**config.mk**
```make
export PLATFORM = sky130hd
export DESIGN_NAME = cic_interpolator
export DESIGN_NICKNAME = d
export VERILOG_FILES = /design/src/rtl/cic_interpolator.sv
export SDC_FILE = /design/constraint.sdc
export NUM_CORES = 1
export LEC_CHECK = 0
export ABC_CLOCK_PERIOD_IN_PS = 25500
export BUFFER_PORTS_ARGS = -buffer_cell sky130_fd_sc_hd__buf_4
export CAP_MARGIN = 10
export CORE_MARGIN = 1
export CORE_UTILIZATION = 35
export CTS_BUF_LIST = sky130_fd_sc_hd__clkbuf_8
export DETAILED_ROUTE_END_ITERATION = 10
export GPL_TIMING_DRIVEN = 0
export PLACE_DENSITY_LB_ADDON = 0.3
export SKIP_CTS_REPAIR_TIMING = 1
export SYNTH_ARGS = -nofsm -noshare
export SYNTH_HDL_FRONTEND = slang
export SYNTH_SLANG_ARGS = --single-unit
```
**constraint.sdc**
```tcl
create_clock -name clock -period 25.5 [get_ports clock]
set_input_delay 7.65 -clock clock [delete_from_list [all_inputs] [get_ports clock]]
set_output_delay 7.65 -clock clock [all_outputs]
set_load 0.01 [all_outputs]
```
**src/rtl/cic_interpolator.sv**
```systemverilog
// N-stage CIC interpolator: low-rate comb chain, zero-stuffing upsampler, high-rate integrators.
// Optional output saturation is enabled by defining CIC_INT_SATURATE_EN (default: two's-complement wrap).
module cic_interpolator #(
  parameter int STAGES        = 3,
  parameter int INTERPOLATION = 16,
  parameter int IN_WIDTH      = 18,
  parameter int OUT_WIDTH     = 18,
  parameter int ACC_WIDTH     = 30,
  parameter int OUT_SHIFT     = 8
) (
  input  logic                 clock,
  input  logic                 reset,
  input  logic                 out_strobe,
  output logic                 in_strobe,
  input  logic [IN_WIDTH-1:0]  in_data,
  output logic                 out_valid,
  output logic [OUT_WIDTH-1:0] out_data
);

  localparam int PHASE_W = $clog2(INTERPOLATION);
  localparam int FIELD_W = ACC_WIDTH - OUT_SHIFT;

  logic [PHASE_W-1:0]          phase;
  logic signed [ACC_WIDTH-1:0] comb_in  [STAGES];
  logic signed [ACC_WIDTH-1:0] comb_reg [STAGES];
  logic signed [ACC_WIDTH-1:0] comb_dly [STAGES];
  logic signed [ACC_WIDTH-1:0] integ    [STAGES];
  logic signed [ACC_WIDTH-1:0] stuffed;
  logic [ACC_WIDTH-1:0]        acc_last;
  logic [FIELD_W:0]            rounded;
  logic [OUT_WIDTH-1:0]        out_next;
  logic                        strobe_d;

  // The request is gated by reset so upstream never sees a pull while state is cleared.
  assign in_strobe = out_strobe && (phase == '0) && !reset;

  always_ff @(posedge clock or posedge reset) begin
    if (reset) begin
      phase <= '0;
    end else if (out_strobe) begin
      phase <= phase + PHASE_W'(1);
    end
  end

  always_comb begin
    comb_in[0] = {{(ACC_WIDTH-IN_WIDTH){in_data[IN_WIDTH-1]}}, in_data};
    for (int i = 1; i < STAGES; i++) begin
      comb_in[i] = comb_reg[i-1];
    end
  end

  always_ff @(posedge clock or posedge reset) begin
    if (reset) begin
      for (int i = 0; i < STAGES; i++) begin
        comb_reg[i] <= '0;
        comb_dly[i] <= '0;
      end
    end else if (in_strobe) begin
      for (int i = 0; i < STAGES; i++) begin
        comb_dly[i] <= comb_in[i];
        comb_reg[i] <= comb_in[i] - comb_dly[i];
      end
    end
  end

  // Request cycles inject the comb result registered on the previous request.
  assign stuffed = (phase == '0) ? comb_reg[STAGES-1] : '0;

  always_ff @(posedge clock or posedge reset) begin
    if (reset) begin
      for (int i = 0; i < STAGES; i++) begin
        integ[i] <= '0;
      end
    end else if (out_strobe) begin
      integ[0] <= integ[0] + stuffed;
      for (int i = 1; i < STAGES; i++) begin
        integ[i] <= integ[i] + integ[i-1];
      end
    end
  end

  assign acc_last = integ[STAGES-1];

  generate
    if (OUT_SHIFT > 0) begin : g_round
      assign rounded = {acc_last[ACC_WIDTH-1], acc_last[ACC_WIDTH-1:OUT_SHIFT]}
                     + (FIELD_W+1)'(acc_last[OUT_SHIFT-1]);
    end else begin : g_no_round
      assign rounded = {acc_last[ACC_WIDTH-1], acc_last};
    end
  endgenerate

`ifdef CIC_INT_SATURATE_EN
  // Any disagreement among the bits above the output sign bit means the value is out of range.
  always_comb begin
    out_next = rounded[OUT_WIDTH-1:0];
    if (rounded[FIELD_W:OUT_WIDTH-1] != {(FIELD_W-OUT_WIDTH+2){rounded[FIELD_W]}}) begin
      out_next = rounded[FIELD_W] ? {1'b1, {(OUT_WIDTH-1){1'b0}}}
                                  : {1'b0, {(OUT_WIDTH-1){1'b1}}};
    end
  end
`else
  assign out_next = rounded[OUT_WIDTH-1:0];
`endif

  always_ff @(posedge clock or posedge reset) begin
    if (reset) begin
      strobe_d  <= 1'b0;
      out_valid <= 1'b0;
      out_data  <= '0;
    end else begin
      strobe_d  <= out_strobe;
      out_valid <= strobe_d;
      if (strobe_d) begin
        out_data <= out_next;
      end
    end
  end

endmodule
```
==> results.yml <==
floorplanning:
  core_mm2: 0.0435
  ios: 41
  die_h_um: 213
  rows: 76
  dieWidth_um: 213
  start_util_pct: 35.9
  die_area_mm2: 0.0454
logic_synthesis:
  ys_top_cells_by_area: "dfrtp_1 (38%), ha_1 (11%), o21ai_0 (5.4%), nand2_1 (5.0%), xnor2_1 (4.4%)"
  synth_compound_area_share_pct: 20.2
  syn_nets: 1888
  synthXorXnorAreaFrac_pct: 6.97
  synth_simple_gate_area_share_pct: 14.3
  synth_area_mm2: 0.0156
  ys_warn_count: 0
  synth_area_per_cell_um2: 9.06
  ys_seq_area_share_pct: 37.9
  async_flop_share_pct: 100
  synth_cell_types: 79
  synth-edff-count: 0
  synth_seq_cells: 236
  synth_top_family_by_area: "compound AO/OA/AOI/OAI gates"
  synthCells: 1720
  ys.flop_type: "dfrtp_1"
  synth_top_area_cell: "dfrtp_1"
  synth_fa_ha_area_share_pct: 12.1
  synth_top_area_share_pct: 37.9
  synthMuxAreaShare_pct: 4.62
power:
  switchingPower_mw: 1.11
  p_leak_nw: 8.13
  powerDensity_mw_per_mm2: 146
  power.switching_fraction_pct: 43.4
  pwr-share-seq_pct: 26.8
  power_mw: 2.56
  ir_worst_vdd_uv: 66.5
  p_comb_share_pct: 59.4
  p_int_mw: 1.45
  clockPowerShare_pct: 13.8
routing:
  vias: 12059
  wire_per_inst_um: 14.2
  ant_nets: 0
  drc: 0
  totalWireLength_um: 34300
  avgViaCountPerCell: 4.97
  dr.pass1.iters: 5
  drt_iter0_drc: 550
finish:
  fin_area_mm2: 0.0175
  fillers: 4381
  drive_above_1_share_pct: 10.5
  areaGrowthSynthToFinish_pct: 12.3
  largest_register_ffs: 63
  final_core_util_pct: 40.3
  instances_no_fill: 2424
  fin_nets: 1976
  top_register: "comb_dly"
  antenna_cells: 0
timing:
  fin_skew_ns: 0.0318
  fin_crit_sh_pct: 70.7
  hold_viol: 0
  fin_crit_ns: 18.02
  setup_slack_ns: 7.48
  final_max_slew_viol_count: 0
  fmaxAchievable_mhz: 55.5
  worstMarginPinSlew_ns: 1.10
  relSlewSlack_pct: 26.4
  setup_viol: 0
  rsz0062_at_grt: "no"
worst_hold_path:
  hold_path.class: "reg -> reg"
  whs_path_depth: 0
  hp-start: "strobe_d$_DFF_PP0_"
  min_to: "out_valid$_DFF_PP0_"
global_routing:
  grt_pass1_wl_um: 58500
  antenna_found_initial: 0
  grt_usage_pct: 15.8
  grt_pass1_vias: 12249
  grt.overflow.total: 0
  grt_max_degree: 130
outcome:
  outcome: "complete, no violations"
placed_design:
  gp_congestion: 0.914
  postPlaceCellArea_mm2: 0.0167
  hpwl_um: 25600
  dp.cells: 2346
  io_buffers: 40
  dp_worst_setup_slack_ns: 7.32
setup_path:
  slowest_delay_ns: 0.60
  r2r_setup_slack_ns: 20.81
  crit_required_ns: 17.85
  rr_startpoint: "phase[0]$_DFFE_PP0P_"
  arrival_ns: 10.37
  path_class: "in -> out"
  crit_fanout: 129
  rr_endpoint: "integ[84]$_DFFE_PP0P_"
  cp_cell_sequence: "buf_4 -> inv_8 -> nand3_1 -> inv_1 -> clkbuf_1 -> clkbuf_1 -> buf_4"
  reg2reg_depth: 17
  cp_slowest_cell: "inv_8"
  crit_path_start_kind: "input port"
  crit_path_end_kind: "output pin"
clock_tree:
  cts.path.max_buffers: 3
  cts_tree: "yes"
  numClockSinks: 236
  htreeDepth: 2
  clk_pin_slew_ns: 0.06
  cts_buffers: 45
  clock-root-buffer: "clkbuf_8"
  worstSkewPairLatency_ns: 0.59
flow_run:
  drv_cap: 0
-- power by group through the flow --
stage	logic [mW]	clock network [mW]	registers, mW
finish	1.52	0.354	0.686
global placement	1.48	0	0.688
detailed placement	1.51	0	0.694
floorplan	1.24	0	0.659
CTS	1.52	0.367	0.688
global route	1.73	0.383	0.714
-- final cells by class --
cell class | count | area [um^2] | area share [%]
Buffer | 58 | 223 | 1.27
Multi-Input combinational cell | 1320 | 9060 | 51.8
Tap cell | 585 | 732 | 4.18
Sequential cell | 236 | 5910 | 33.7
Clock inverter | 24 | 106 | 0.608
Timing Repair Buffer | 41 | 328 | 1.87
Clock buffer | 54 | 743 | 4.25
Inverter | 106 | 405 | 2.32
-- through the flow --
step / hold WS [ns] / TNS (ns)
5_1_grt: 0.433 / 0
4_1_cts: 0.409 / 0
6_report: 0.410 / 0
2_1_floorplan: 0.352 / 0
3_3_place_gp: 0.362 / -0.533
3_5_place_dp: 0.386 / 0
-- worst max-delay path: cells and delay by family --
kind          cells  cell delay [ns]
buf+inv           6             2.15
simple gates      1             0.53
-- worst max-delay path by stage --
stage               startpoint        end  slack, ns  cells after the start
global route             reset  in_strobe       7.08                      7
CTS                      reset  in_strobe       7.32                      7
floorplan                reset  in_strobe       3.38                      5
detailed placement       reset  in_strobe       7.32                      7
global placement         reset  in_strobe      -0.53                      7
finish                   reset  in_strobe       7.48                      7
-- synth_stat cells, drive strengths merged, types with 20 or more instances --
cell / instances
and3: 22
nand2: 207
ha: 141
xnor2: 79
clkbuf: 48
a21oi: 134
and2: 29
nor2: 86
mux2: 61
inv: 106
xor2: 45
nor3: 25
a31oi: 21
o31ai: 20
nand3: 31
a21o: 52
dfrtp: 236
o21ai: 182
-- placed cells by master (no fill, tap or decap), types with 5 or more instances in the layout --
cell type	instances
mux2_2	59
xnor2_1	79
buf_4	40
or2_2	5
inv_1	124
dfrtp_1	236
o211ai_1	6
o21bai_1	17
and3_1	21
o31ai_1	19
buf_1	6
clkbuf_1	48
a31oi_1	18
nor3_1	25
fa_1	6
xor2_1	45
clkbuf_8	54
nor2_1	86
o21ai_1	13
ha_1	141
a211oi_1	15
nand3_1	31
nand4_1	15
a21o_1	50
o21a_1	17
nand2_1	207
a21oi_1	131
a211o_1	7
and2_1	29
nand2b_1	17
o21ai_0	168
or3_1	9
nor2b_1	9
-- kinds of logic (layout without fill, tap and decap cells) --
kind of cell	count (synthesis)	in the layout
DFF	236	236
xor gates and xnor gates	124	124
and+or+nand+nor	476	476
adders and majority gates	147	147
AOI/OAI and AO/OA	509	509
buffers and inverters	164	283
muxes	64	64
-- layer usage --
| metal | track usage [%] | wire [um] |
|---|---|---|
| met1 | 19.1 | 15700 |
| met2 | 28.2 | 16600 |
| met3 | 2.66 | 1200 |
| met4 | 5.33 | 901 |
| met5 | 0 | 0 |
Note: power is estimated with default switching activity, not from simulation.
